File: src/rtl/hilo_mul_ctrl.sv
// HI/LO register unit and MULTU sequencer for the shift-add multiplier.
// Accepts a one-cycle start from EX, drives operands and enable to the
// multiplier while stalling the pipeline, then captures the 64-bit product
// into HI/LO. Also serves MFHI/MFLO reads and MTHI/MTLO writes.
module hilo_mul_ctrl #(
  parameter int MUL_CYCLES = 33,
  parameter int WARMUP     = 3
) (
  input  logic        clk,
  input  logic        rst,
  input  logic        start_i,
  input  logic [31:0] op_a_i,
  input  logic [31:0] op_b_i,
  output logic [31:0] mcnd_o,
  output logic [31:0] mplr_o,
  output logic        en_mul_o,
  input  logic [63:0] product_i,
  output logic        busy_o,
  output logic        done_o,
  input  logic        mfhi_i,
  input  logic        mflo_i,
  input  logic        mthi_i,
  input  logic        mtlo_i,
  input  logic [31:0] wdata_i,
  output logic [31:0] rdata_o,
  output logic [31:0] hi_o,
  output logic [31:0] lo_o
);

  localparam int CNT_W  = $clog2(MUL_CYCLES + 1);
  localparam int WCNT_W = $clog2(WARMUP + 1);
  localparam logic [CNT_W-1:0]  ITER_LAST = CNT_W'(MUL_CYCLES - 1);
  localparam logic [WCNT_W-1:0] WARM_LAST = WCNT_W'(WARMUP - 1);

  typedef enum logic [2:0] {
    S_WARMUP,
    S_IDLE,
    S_RUN,
    S_CAPTURE,
    S_DONE
  } state_t;

  state_t            state, state_nxt;
  logic [CNT_W-1:0]  iter_cnt, iter_nxt;
  logic [WCNT_W-1:0] warm_cnt, warm_nxt;
  logic              en_nxt;
  logic              done_nxt;
  logic              load_ops;
  logic [31:0]       hi_nxt, lo_nxt;

  // State, counters and all registered outputs; reset aborts any multiply.
  always_ff @(posedge clk or posedge rst) begin
    if (rst) begin
      state    <= S_WARMUP;
      iter_cnt <= '0;
      warm_cnt <= '0;
      en_mul_o <= 1'b0;
      done_o   <= 1'b0;
      mcnd_o   <= '0;
      mplr_o   <= '0;
      hi_o     <= '0;
      lo_o     <= '0;
    end else begin
      state    <= state_nxt;
      iter_cnt <= iter_nxt;
      warm_cnt <= warm_nxt;
      en_mul_o <= en_nxt;
      done_o   <= done_nxt;
      hi_o     <= hi_nxt;
      lo_o     <= lo_nxt;
      if (load_ops) begin
        mcnd_o <= op_a_i;
        mplr_o <= op_b_i;
      end
    end
  end

  // Next-state and next-output decode for the sequencer.
  always_comb begin
    state_nxt = state;
    iter_nxt  = iter_cnt;
    warm_nxt  = warm_cnt;
    en_nxt    = en_mul_o;
    done_nxt  = 1'b0;
    load_ops  = 1'b0;
    hi_nxt    = hi_o;
    lo_nxt    = lo_o;
    case (state)
      S_WARMUP: begin
        // The multiplier ignores enable right after reset, so starts are
        // dropped (not queued) until the warm-up count expires.
        en_nxt = 1'b0;
        if (warm_cnt == WARM_LAST) begin
          state_nxt = S_IDLE;
        end else begin
          warm_nxt = warm_cnt + 1'b1;
        end
      end
      S_IDLE, S_DONE: begin
        // Register writes land now; a simultaneous start will later
        // overwrite them with the product.
        if (mthi_i) hi_nxt = wdata_i;
        if (mtlo_i) lo_nxt = wdata_i;
        en_nxt = 1'b0;
        if (start_i) begin
          load_ops  = 1'b1;
          en_nxt    = 1'b1;
          iter_nxt  = '0;
          state_nxt = S_RUN;
        end else begin
          state_nxt = S_IDLE;
        end
      end
      S_RUN: begin
        en_nxt = 1'b1;
        if (iter_cnt == ITER_LAST) begin
          state_nxt = S_CAPTURE;
        end else begin
          iter_nxt = iter_cnt + 1'b1;
        end
      end
      S_CAPTURE: begin
        // Enable drops only together with the capture: the multiplier
        // clears its product as soon as enable goes low.
        hi_nxt    = product_i[63:32];
        lo_nxt    = product_i[31:0];
        en_nxt    = 1'b0;
        done_nxt  = 1'b1;
        state_nxt = S_DONE;
      end
      default: begin
        en_nxt    = 1'b0;
        state_nxt = S_WARMUP;
      end
    endcase
  end

  // Stall whenever a start could not be accepted this cycle.
  always_comb begin
    busy_o = (state == S_WARMUP) || (state == S_RUN) || (state == S_CAPTURE);
  end

  // Combinational read port; HI has priority when both reads are asserted.
  always_comb begin
    rdata_o = '0;
    if (mfhi_i) begin
      rdata_o = hi_o;
    end else if (mflo_i) begin
      rdata_o = lo_o;
    end
  end

endmodule

File: config.mk
export PLATFORM = sky130hd
export DESIGN_NAME = hilo_mul_ctrl
export DESIGN_NICKNAME = d
export VERILOG_FILES = /design/src/rtl/hilo_mul_ctrl.sv
export SDC_FILE = /design/constraint.sdc
export NUM_CORES = 1
export LEC_CHECK = 0
export BUFFER_PORTS_ARGS = -buffer_cell sky130_fd_sc_hd__buf_2
export CORE_AREA = 3 3 127 129
export DETAILED_ROUTE_END_ITERATION = 8
export DIE_AREA = 0 0 130 132
export GPL_TIMING_DRIVEN = 0
export PLACE_DENSITY_LB_ADDON = 0.25
export SLEW_MARGIN = 10
export SYNTH_ARGS = -nofsm -noshare
export SYNTH_HDL_FRONTEND = slang
export SYNTH_SLANG_ARGS = --single-unit
File: constraint.sdc
create_clock -name clk -period 5.3 [get_ports clk]
set_input_delay 0.53 -clock clk [delete_from_list [all_inputs] [get_ports clk]]
set_output_delay 0.53 -clock clk [all_outputs]
set_load 0.01 [all_outputs]
==> flow_metrics.py, run 1 <==
metrics = {
    "yosys": {
        "yosysSeqAreaShare_pct": 54.53,
        "ys_ff_latch": 141,
        "syn-cell-area_um2": 6470,
        "syn_avg_cell_area_um2": 11.04,
        "yosysUniqueCellTypes": 33,
        "syn_nets": 756,
        "synth_async_sr_flop_share_pct": 100.0,
        "synthCells": 586,
        "synth_ff_type": "dfrtp_1",
        "yosys_warnings": 0,
        "synth_edf_count": 0,
        "synth_area_leaders": "dfrtp_1, mux2_2, mux2i_1",
        "yosysTopAreaCell": "dfrtp_1",
        "yosys.area.top_type_share_pct": 54.53,
    },
    "worst_setup_path": {
        "reg2reg_depth": 5,
        "startpoint_type": "primary input",
        "worst_path_most_repeated_cell": "clkbuf_1",
        "r2r-start": "state[2]",
        "crit_type": "in2out",
        "critPathRequiredTime_ps": 4770,
        "critPathMaxFanout": 10,
        "reg2reg_slack_ps": 3240,
        "crit_path_max_incr_delay_ps": 530,
        "worst_r2r_endpoint": "hi_o[0]",
        "endpoint_kind": "output port",
        "crit_arrival_ps": 1780,
        "critPathSlowestCell": "clkbuf_1",
        "crit_chain": "clkbuf_1 > clkbuf_1 > nand2_1 > o21ai_0 > buf_2",
    },
    "power_and_ir_drop": {
        "p_sw_mw": 1.994,
        "p_seq_share_pct": 36.6,
        "comb_power_share_pct": 42.1,
        "leakage_nw": 4.286,
        "clkPwrFrac_pct": 21.3,
        "totalPowerFinal_mw": 5.215,
        "peakVddDrop_v": 0.0003240,
        "internal-power_mw": 3.221,
        "power_density_nw_per_um2": 583.6,
        "switching_share_pct": 38.23,
    },
    "die": {
        "dieArea_um2": 17160,
        "coreArea_um2": 15150,
        "fp.dieW_um": 130,
        "start_util_pct": 42.72,
        "rows": 45,
        "die_height_um": 132,
        "io-pin-count": 330,
    },
    "timing": {
        "period_minus_slack_ps": 2307,
        "setup_viol": 0,
        "final.setup.tns_ps": 0,
        "report.final.slew_viol_count": 0,
        "rsz0062_at_grt": "false",
        "worst_clock_skew_ps": 6.754,
        "worst_hold_slack_ps": 64.32,
        "slew_headroom_pct": 45.79,
        "worst_slew_pin_slew_ps": 802.6,
        "setup_ws_ps": 2993,
        "fmax_mhz": 433.5,
        "final_hold_viol_count": 0,
        "fin_crit_sh_pct": 43.52,
    },
    "global_route": {
        "grt_usage_pct": 23.43,
        "grt_pass1_wl_um": 31240,
        "grt_overflow": 0,
        "first_global_vias": 5830,
        "antenna_found_initial": 1,
        "grt_max_degree": 116,
    },
    "route": {
        "postRouteWirelength_um": 20640,
        "drcViolationCount": 0,
        "ant_nets": 0,
        "drtIter0Drc": 335,
        "wl_per_cell_um": 18.17,
        "dr.pass1.iters": 4,
        "vias": 5751,
        "via_per_inst": 5.063,
    },
    "clocking": {
        "cts_tree": "built",
        "htreeDepth": 4,
        "cts_resized": 0,
        "cts_max_path_buffers": 2,
        "insertion_delay_ps": 410,
        "cts_hold_buf": 0,
        "cts_made_buffers": 17,
        "cts.sinks": 141,
        "cts-root-buf": "clkbuf_16",
        "clkTransAtPathRegs_ps": 60,
        "cts_setup_buffers": 0,
    },
    "flow_run": {
        "cap_violations": 0,
    },
    "layout": {
        "fin_nets": 1104,
        "area_delta_synth_final_pct": 38.12,
        "fin_util_pct": 59.00,
        "nFillCells": 1372,
        "drive_above_1_share_pct": 47.62,
    },
    "min_path": {
        "hold_path_class": "in2async",
    },
    "placed_design": {
        "gp_congestion": 0.8485,
        "dp_slack_ps": 2980,
        "dp_hpwl_um": 15640,
        "port_buffers": 328,
    },
    "run_status": {
        "status": "complete, no violations",
    },
}
## synth_stat cells (3+ instances only)
| cell type | instances |
|---|---|
| a21oi_1 | 67 |
| nor3b_1 | 3 |
| ha_1 | 3 |
| o21ai_0 | 34 |
| dfrtp_1 | 141 |
| mux2i_1 | 66 |
| nor2_1 | 67 |
| mux2_2 | 65 |
| clkbuf_1 | 20 |
| inv_1 | 7 |
| buf_2 | 8 |
| buf_4 | 8 |
| nand2_1 | 66 |
| buf_6 | 4 |
## worst max-delay path by stage
stage                       from     endpoint  slack [ps]  depth (start not counted)
final                     mfhi_i   rdata_o[1]        2990                          5
after global placement       rst   mplr_o[10]        -770                          2
after global routing      mfhi_i  rdata_o[31]        2890                          5
after detailed placement  mfhi_i   rdata_o[1]        2980                          5
after CTS                 mfhi_i   rdata_o[1]        2970                          5
after floorplan              rst       done_o         990                          1
## registers in the layout, summed over array words and instances, names as in the netlist
signal    flops
done_o        1
en_mul_o      1
hi_o         32
iter_cnt      6
lo_o         32
mcnd_o       32
mplr_o       32
state         3
warm_cnt      2
## stage by stage
stage	std cells	instance area [um^2]
2_1_floorplan	586	6470
3_3_place_gp	1102	8347
3_5_place_dp	1103	8382
4_1_cts	1135	8934
5_1_grt	1136	8936
6_report	1136	8936
## logic make-up (layout without fill, tap and decap cells)
logic type                 after synthesis  count (layout)  synth area share, %
AOI/OAI and AO/OA                      112             112                9.282
xor gates and xnor gates                 4               4               0.6577
adders and majority gates                3               3               0.5802
buffers and inverters                   47             408                3.810
DFF                                    141             141                54.53
muxes                                  131             131                21.52
other                                    0               1                    0
and+or+nand+nor                        148             148                9.611
## cells in the final DEF (no fill, tap or decap), types with 8 or more instances in the layout
| master | Yosys | final |
|---|---|---|
| o21ai_0 | 34 | 34 |
| nand2_1 | 66 | 66 |
| nor2_1 | 67 | 67 |
| dfrtp_1 | 141 | 141 |
| clkbuf_1 | 20 | 22 |
| a21oi_1 | 67 | 67 |
| buf_4 | 8 | 8 |
| mux2_2 | 65 | 65 |
| mux2i_1 | 66 | 66 |
| buf_2 | 8 | 336 |
| clkbuf_16 | 0 | 17 |
## layer usage
layer	share of wire, %	global-route usage [%]	vias to the layer above
met5	0	0	-
met4	1.6	6.813	0
met3	8.5	7.618	24
met2	50	40.14	238
met1	40	28.01	2771
li1	-	-	2718
## power by group through the flow
stage / registers, mW / logic [mW] / clock network (mW)
after global routing: 1.97 / 2.42 / 1.18
after CTS: 1.90 / 2.22 / 1.14
after global placement: 1.90 / 2.17 / 0
after detailed placement: 1.91 / 2.22 / 0
after floorplan: 2.10 / 1.07 / 0
final: 1.91 / 2.19 / 1.11
## layout make-up
cell class,count,area [um^2],share of cell area [%]
multi-input cells,398,2695,30.16
repair buffers,329,1669,18.68
well taps,188,235.2,2.632
plain buffers,40,220.2,2.464
flip-flops and latches,141,3528,39.48
diodes,1,2.502,0.02800
inverters,7,33.78,0.3780
clock buffers,19,432.9,4.845
clock inverters,13,118.9,1.330
## critical path: cells and delay by family
family	cells	cell delay (ps)
simple gates	1	100
buf+inv	3	1040
compound gates	1	90
Power figures use the tool's default switching activity.
==> run 2, diff against run 1 <==
--- a/config.mk
+++ b/config.mk
@@ -6,9 +6,9 @@
 export NUM_CORES = 1
 export LEC_CHECK = 0
 export BUFFER_PORTS_ARGS = -buffer_cell sky130_fd_sc_hd__buf_2
-export CORE_AREA = 3 3 127 129
+export CORE_MARGIN = 3
+export CORE_UTILIZATION = 41
 export DETAILED_ROUTE_END_ITERATION = 8
-export DIE_AREA = 0 0 130 132
 export GPL_TIMING_DRIVEN = 0
 export PLACE_DENSITY_LB_ADDON = 0.25
 export SLEW_MARGIN = 10
==> constraint.sdc (replaced) <==
create_clock -name clk -period 2.11 [get_ports clk]
set_input_delay 0.211 -clock clk [delete_from_list [all_inputs] [get_ports clk]]
set_output_delay 0.211 -clock clk [all_outputs]
set_load 0.01 [all_outputs]
==> run 2 against run 1 <==
Against the previous run:
- register-to-register slack worse by 3100 ps
- final cell count up 2.5%
- non-clock buffer count up 5
- sequential power rose to 2.5 times the previous value
- clock skew about the same
- design area up 1.7%
- clock power rose to 2.7 times the previous value
- highest routed layer unchanged
==> flow_metrics.py, run 2 (synthesis gave the netlist of run 1 again) <==
metrics = {
    "run_status": {
        "status": "complete, no violations",
    },
    "global_route": {
        "first_global_vias": 5892,
        "grt_overflow": 0,
        "grt_max_degree": 38,
        "grt_usage_pct": 23.80,
        "antenna_found_initial": 2,
        "grt_pass1_wl_um": 32410,
    },
    "min_path": {
        "hold_path_class": "in2reg",
    },
    "die": {
        "coreArea_um2": 15310,
        "start_util_pct": 42.25,
        "fp.dieW_um": 131.6,
        "die_height_um": 131.6,
        "dieArea_um2": 17320,
        "io-pin-count": 330,
        "rows": 45,
    },
    "timing": {
        "worst_slew_pin_slew_ps": 844.3,
        "period_minus_slack_ps": 1943,
        "fmax_mhz": 514.6,
        "final_hold_viol_count": 0,
        "setup_viol": 0,
        "rsz0062_at_grt": "false",
        "worst_clock_skew_ps": 7.202,
        "slew_headroom_pct": 42.98,
        "report.final.slew_viol_count": 0,
        "fin_crit_sh_pct": 92.09,
    },
    "route": {
        "drcViolationCount": 0,
        "via_per_inst": 4.964,
        "postRouteWirelength_um": 20580,
        "drtIter0Drc": 181,
        "ant_nets": 0,
        "wl_per_cell_um": 17.68,
        "dr.pass1.iters": 6,
        "vias": 5778,
    },
    "placed_design": {
        "gp_congestion": 0.7985,
        "port_buffers": 328,
        "place_inst": 1129,
        "place_area_um2": 8459,
        "dp_hpwl_um": 15850,
    },
    "power_and_ir_drop": {
        "comb_power_share_pct": 41.1,
        "p_sw_mw": 5.004,
        "peakVddDrop_v": 0.0008053,
        "switching_share_pct": 37.50,
        "clkPwrFrac_pct": 22.6,
        "leakage_nw": 4.360,
        "totalPowerFinal_mw": 13.34,
        "p_seq_share_pct": 36.2,
        "power_density_nw_per_um2": 1469,
        "internal-power_mw": 8.339,
    },
    "worst_setup_path": {
        "critPathMaxFanout": 10,
        "crit_path_max_incr_delay_ps": 490,
        "critPathRequiredTime_ps": 2370,
        "critPathBufInv": 2,
        "crit_type": "reg2reg",
        "crit_arrival_ps": 2200,
        "endpoint_kind": "flip-flop",
        "startpoint_type": "flip-flop",
        "critPathSlowestCell": "clkbuf_1",
        "crit_chain": "buf_4 > nand2b_1 > o2bb2ai_2 > clkbuf_1 > a21oi_1",
        "crit_family": "buffers and inverters",
    },
    "layout": {
        "drive_above_1_share_pct": 48.26,
        "final_cell_mix": "buf_2, dfrtp_1, nor2_1, a21oi_1",
        "nFillCells": 1372,
        "area_delta_synth_final_pct": 40.42,
        "fin_nets": 1109,
        "final_area_um2": 9085,
        "layout_commonest_cell": "buf_2",
        "final-instance-count-excl-fill": 1164,
    },
    "flow_run": {
        "cap_violations": 0,
    },
    "clocking": {
        "cts.sinks": 141,
        "cts-root-buf": "clkbuf_16",
        "cts_made_buffers": 17,
        "cts_setup_buffers": 0,
        "clkTransAtPathRegs_ps": 60,
        "cts_max_path_buffers": 2,
        "htreeDepth": 4,
        "cts_tree": "built",
        "insertion_delay_ps": 410,
    },
}
## run 2: changes by cell type in the layout (fill, tap and decap cells not counted), moves of 2 or more
cell,delta
bufinv_16,+2
clkinvlp_4,-2
clkbuf_2,+4
clkbuf_1,-6
dlygate4sd3_1,+2
buf_12,+4
## run 2: metal layers
metal | GRT usage, % | wire [um] | up-vias
li1 | - | - | 2730
met3 | 8.002 | 1757 | 32
met4 | 8.226 | 448 | 0
met2 | 40.80 | 10170 | 247
met1 | 27.98 | 8209 | 2769
met5 | 0 | 0 | -
## run 2: worst paths after layout
path	start	slack, ps	cells after the start	to
min in group asynchronous	rst	430	4	mplr_o[7]
max reg2reg	state[2]	170	5	lo_o[26]
max in group asynchronous	rst	1210	5	done_o
min reg2reg	mplr_o[5]	500	1	mplr_o[5]
max	state[2]	170	5	lo_o[26]
min	op_b_i[8]	30	2	mplr_o[8]
## run 2: power groups by stage
stage	logic [mW]	registers (mW)	clock network, mW
after floorplan	2.68	5.26	0
after global placement	5.42	4.81	0
after detailed placement	5.55	4.84	0
after CTS	5.57	4.83	3.10
after global routing	6.05	5.00	3.21
final	5.49	4.83	3.02
## run 2: final cells by class
type	count	area [um^2]	area share, %
flip-flops and latches	141	3528	38.84
diodes	2	5.005	0.05509
clock inverters	14	170.2	1.873
repair buffers	334	1742	19.17
inverters	7	30.03	0.3305
multi-input cells	398	2695	29.67
well taps	211	264.0	2.906
plain buffers	40	225.2	2.479
clock buffers	17	425.4	4.683
## run 2: worst reg2reg max path, delay by kind of cell (launching register included)
| family | cells | cell delay [ps] |
|---|---|---|
| buffers and inverters | 2 | 660 |
| DFF | 1 | 350 |
| AOI/OAI and AO/OA | 2 | 570 |
| and+or+nand+nor | 1 | 210 |
## run 2: per-stage QoR
| stage | hold slack (ps) | setup TNS (ps) | util, % | setup slack (ps) |
|---|---|---|---|---|
| floorplan | 362.6 | 0 | - | 135.9 |
| global placement | 441.4 | -117130 | 54.71 | -844.7 |
| detailed placement | 317.2 | 0 | 55.24 | 118.2 |
| CTS | 0.2819 | 0 | 59.26 | 101.3 |
| global route | 7.127 | 0 | 59.32 | 14.89 |
| finish | 25.90 | 0 | 59.32 | 166.9 |
## run 2: what timing repair did
item,in CTS,in global routing
gates resized for setup,0,8
hold endpoints to repair,70,0
hold buffers,2,0
setup endpoints to repair,0,13
==> run 3, diff against run 2 <==
--- a/config.mk
+++ b/config.mk
@@ -6,6 +6,7 @@
 export NUM_CORES = 1
 export LEC_CHECK = 0
 export BUFFER_PORTS_ARGS = -buffer_cell sky130_fd_sc_hd__buf_2
+export CORE_ASPECT_RATIO = 1.25
 export CORE_MARGIN = 3
 export CORE_UTILIZATION = 41
 export DETAILED_ROUTE_END_ITERATION = 8
==> run 3 against run 2 <==
Against the previous run:
- global-route usage increased by 0.60 points
- fmax decreased by 0.54%
- die area about the same
- critical path type unchanged
- count of clock-buffer cells in the layout unchanged
- sequential power about the same
- clock skew increased by 3.1 ps
- register-to-register slack about the same
- worst hold slack got worse by 2.5 ps
- via count increased by 0.62%
==> flow_metrics.py, run 3 (synthesis gave the netlist of run 1 again) <==
metrics = {
    "run_status": {
        "status": "complete, no violations",
    },
    "timing": {
        "final_hold_viol_count": 0,
        "setup_viol": 0,
        "period_minus_slack_ps": 1954,
        "fin_crit_sh_pct": 92.59,
        "fmax_mhz": 511.8,
        "rsz0062_at_grt": "false",
        "slew_headroom_pct": 41.75,
        "worst_slew_pin_slew_ps": 862.5,
        "report.final.slew_viol_count": 0,
        "worst_clock_skew_ps": 10.32,
        "worst_hold_slack_ps": 23.42,
    },
    "power_and_ir_drop": {
        "peakVddDrop_v": 0.0009404,
        "totalPowerFinal_mw": 13.44,
        "p_sw_mw": 5.076,
        "comb_power_share_pct": 41.2,
        "internal-power_mw": 8.366,
        "switching_share_pct": 37.76,
        "p_seq_share_pct": 35.8,
        "leakage_nw": 4.375,
        "power_density_nw_per_um2": 1469,
        "clkPwrFrac_pct": 23.1,
    },
    "layout": {
        "final_cell_mix": "buf_2, dfrtp_1, nor2_1, a21oi_1",
        "fin_nets": 1114,
        "layout_commonest_cell": "buf_2",
        "area_delta_synth_final_pct": 41.38,
        "drive_above_1_share_pct": 47.96,
        "final_area_um2": 9148,
    },
    "die": {
        "rows": 50,
        "die_height_um": 146.4,
        "coreArea_um2": 15200,
        "fp.dieW_um": 118.4,
        "dieArea_um2": 17330,
        "io-pin-count": 330,
        "start_util_pct": 42.56,
    },
    "worst_setup_path": {
        "worst_r2r_endpoint": "hi_o[24]",
        "crit_arrival_ps": 2220,
        "reg2reg_depth": 5,
        "critPathSlowestCell": "clkbuf_1",
        "reg2reg_slack_ps": 160,
        "crit_family": "buffers and inverters",
        "critPathBufInv": 2,
        "crit_path_max_incr_delay_ps": 490,
        "critPathRequiredTime_ps": 2380,
        "cp.depth": 5,
        "startpoint_type": "flip-flop",
        "crit_type": "reg2reg",
        "r2r-start": "state[2]",
        "critPathMaxFanout": 10,
        "crit_chain": "buf_4 > nand2b_1 > o2bb2ai_2 > clkbuf_1 > a21oi_1",
        "endpoint_kind": "flip-flop",
    },
    "min_path": {
        "hold_path_class": "in2reg",
        "hold_start": "op_b_i[18]",
        "min_path_cells": 2,
        "holdPathEnd": "mplr_o[18]",
    },
    "clocking": {
        "cts_setup_buffers": 0,
        "insertion_delay_ps": 420,
        "htreeDepth": 4,
        "cts_tree": "built",
        "clkTransAtPathRegs_ps": 60,
        "cts-root-buf": "clkbuf_16",
        "cts.sinks": 141,
        "cts_max_path_buffers": 2,
        "cts_made_buffers": 17,
    },
    "global_route": {
        "grt_overflow": 0,
        "grt_usage_pct": 24.41,
        "grt_util_met2_pct": 42.03,
        "first_global_vias": 6116,
        "busiest_layer": "met2",
        "grt_max_degree": 37,
        "use_met1_pct": 27.78,
        "grt_use_met3_pct": 8.059,
        "grt_pass1_wl_um": 33140,
        "antenna_found_initial": 2,
    },
    "placed_design": {
        "gp_congestion": 0.8242,
        "dp_hpwl_um": 16590,
        "place_area_um2": 8456,
        "port_buffers": 328,
    },
    "route": {
        "drcViolationCount": 0,
        "wl_per_cell_um": 18.11,
        "via_per_inst": 4.982,
        "postRouteWirelength_um": 21140,
        "drtIter0Drc": 286,
        "ant_nets": 0,
        "dr.pass1.iters": 4,
        "vias": 5814,
    },
    "flow_run": {
        "cap_violations": 0,
    },
}
[run 3: changes by cell type in the layout (fill, tap and decap cells not counted), sizes merged]
cell / previous run / this run
clkbuf: 37 / 36
dlygate4sd3: 2 / 7
buf: 352 / 353
inv: 8 / 10
clkinvlp: 2 / 4
clkinv: 8 / 5
[run 3: through the flow]
| stage | TNS, ps | worst slack (ps) | instances | util (%) |
|---|---|---|---|---|
| 5_1_grt | 0 | 0.7467 | 1166 | 60.16 |
| 3_3_place_gp | -117920 | -844.3 | 1122 | 55.09 |
| 4_1_cts | 0 | 116.4 | 1165 | 60.12 |
| 2_1_floorplan | 0 | 135.9 | 586 | - |
| 6_report | 0 | 156.2 | 1167 | 60.17 |
| 3_5_place_dp | 0 | 133.6 | 1126 | 55.62 |
[run 3: layer usage]
layer  share of wire (%)  routed length, um
met1                  38               7999
met2                  50              10500
met3                 9.6               2034
met4                 2.7                578
met5               0.090                 19
[run 3: how the worst max path moves through the flow]
stage / start / to / slack [ps]
final: state[2] / hi_o[24] / 160
after global routing: state[2] / hi_o[4] / 0.7
after CTS: state[2] / hi_o[1] / 120
after detailed placement: state[2] / hi_o[1] / 130
after global placement: rst / mplr_o[10] / -840
after floorplan: rst / done_o / 140
[run 3: what timing repair did]
action	4_1_cts	5_1_grt
resized for setup	0	7
hold buffers	7	0
hold endpoints to repair	26	0
setup endpoints to repair	0	25
[run 3: layout make-up]
class,instances,area [um^2]
clock buffer,17,425.4
antenna,2,5.005
fill,1328,6055
clock inverter,15,187.7
multi-input combinational,398,2695
timing repair buffer,339,1792
sequential,141,3528
tap,208,260.3
inverter,7,30.03
buffer,40,224.0
[run 3: power by group through the flow]
| stage | clock, mW | sequential (mW) | combinational (mW) |
|---|---|---|---|
| floorplan | 0 | 5.26 | 2.68 |
| finish | 3.10 | 4.81 | 5.53 |
| CTS | 3.18 | 4.81 | 5.61 |
| global route | 3.29 | 4.98 | 6.10 |
| detailed placement | 0 | 4.83 | 5.58 |
| global placement | 0 | 4.78 | 5.48 |
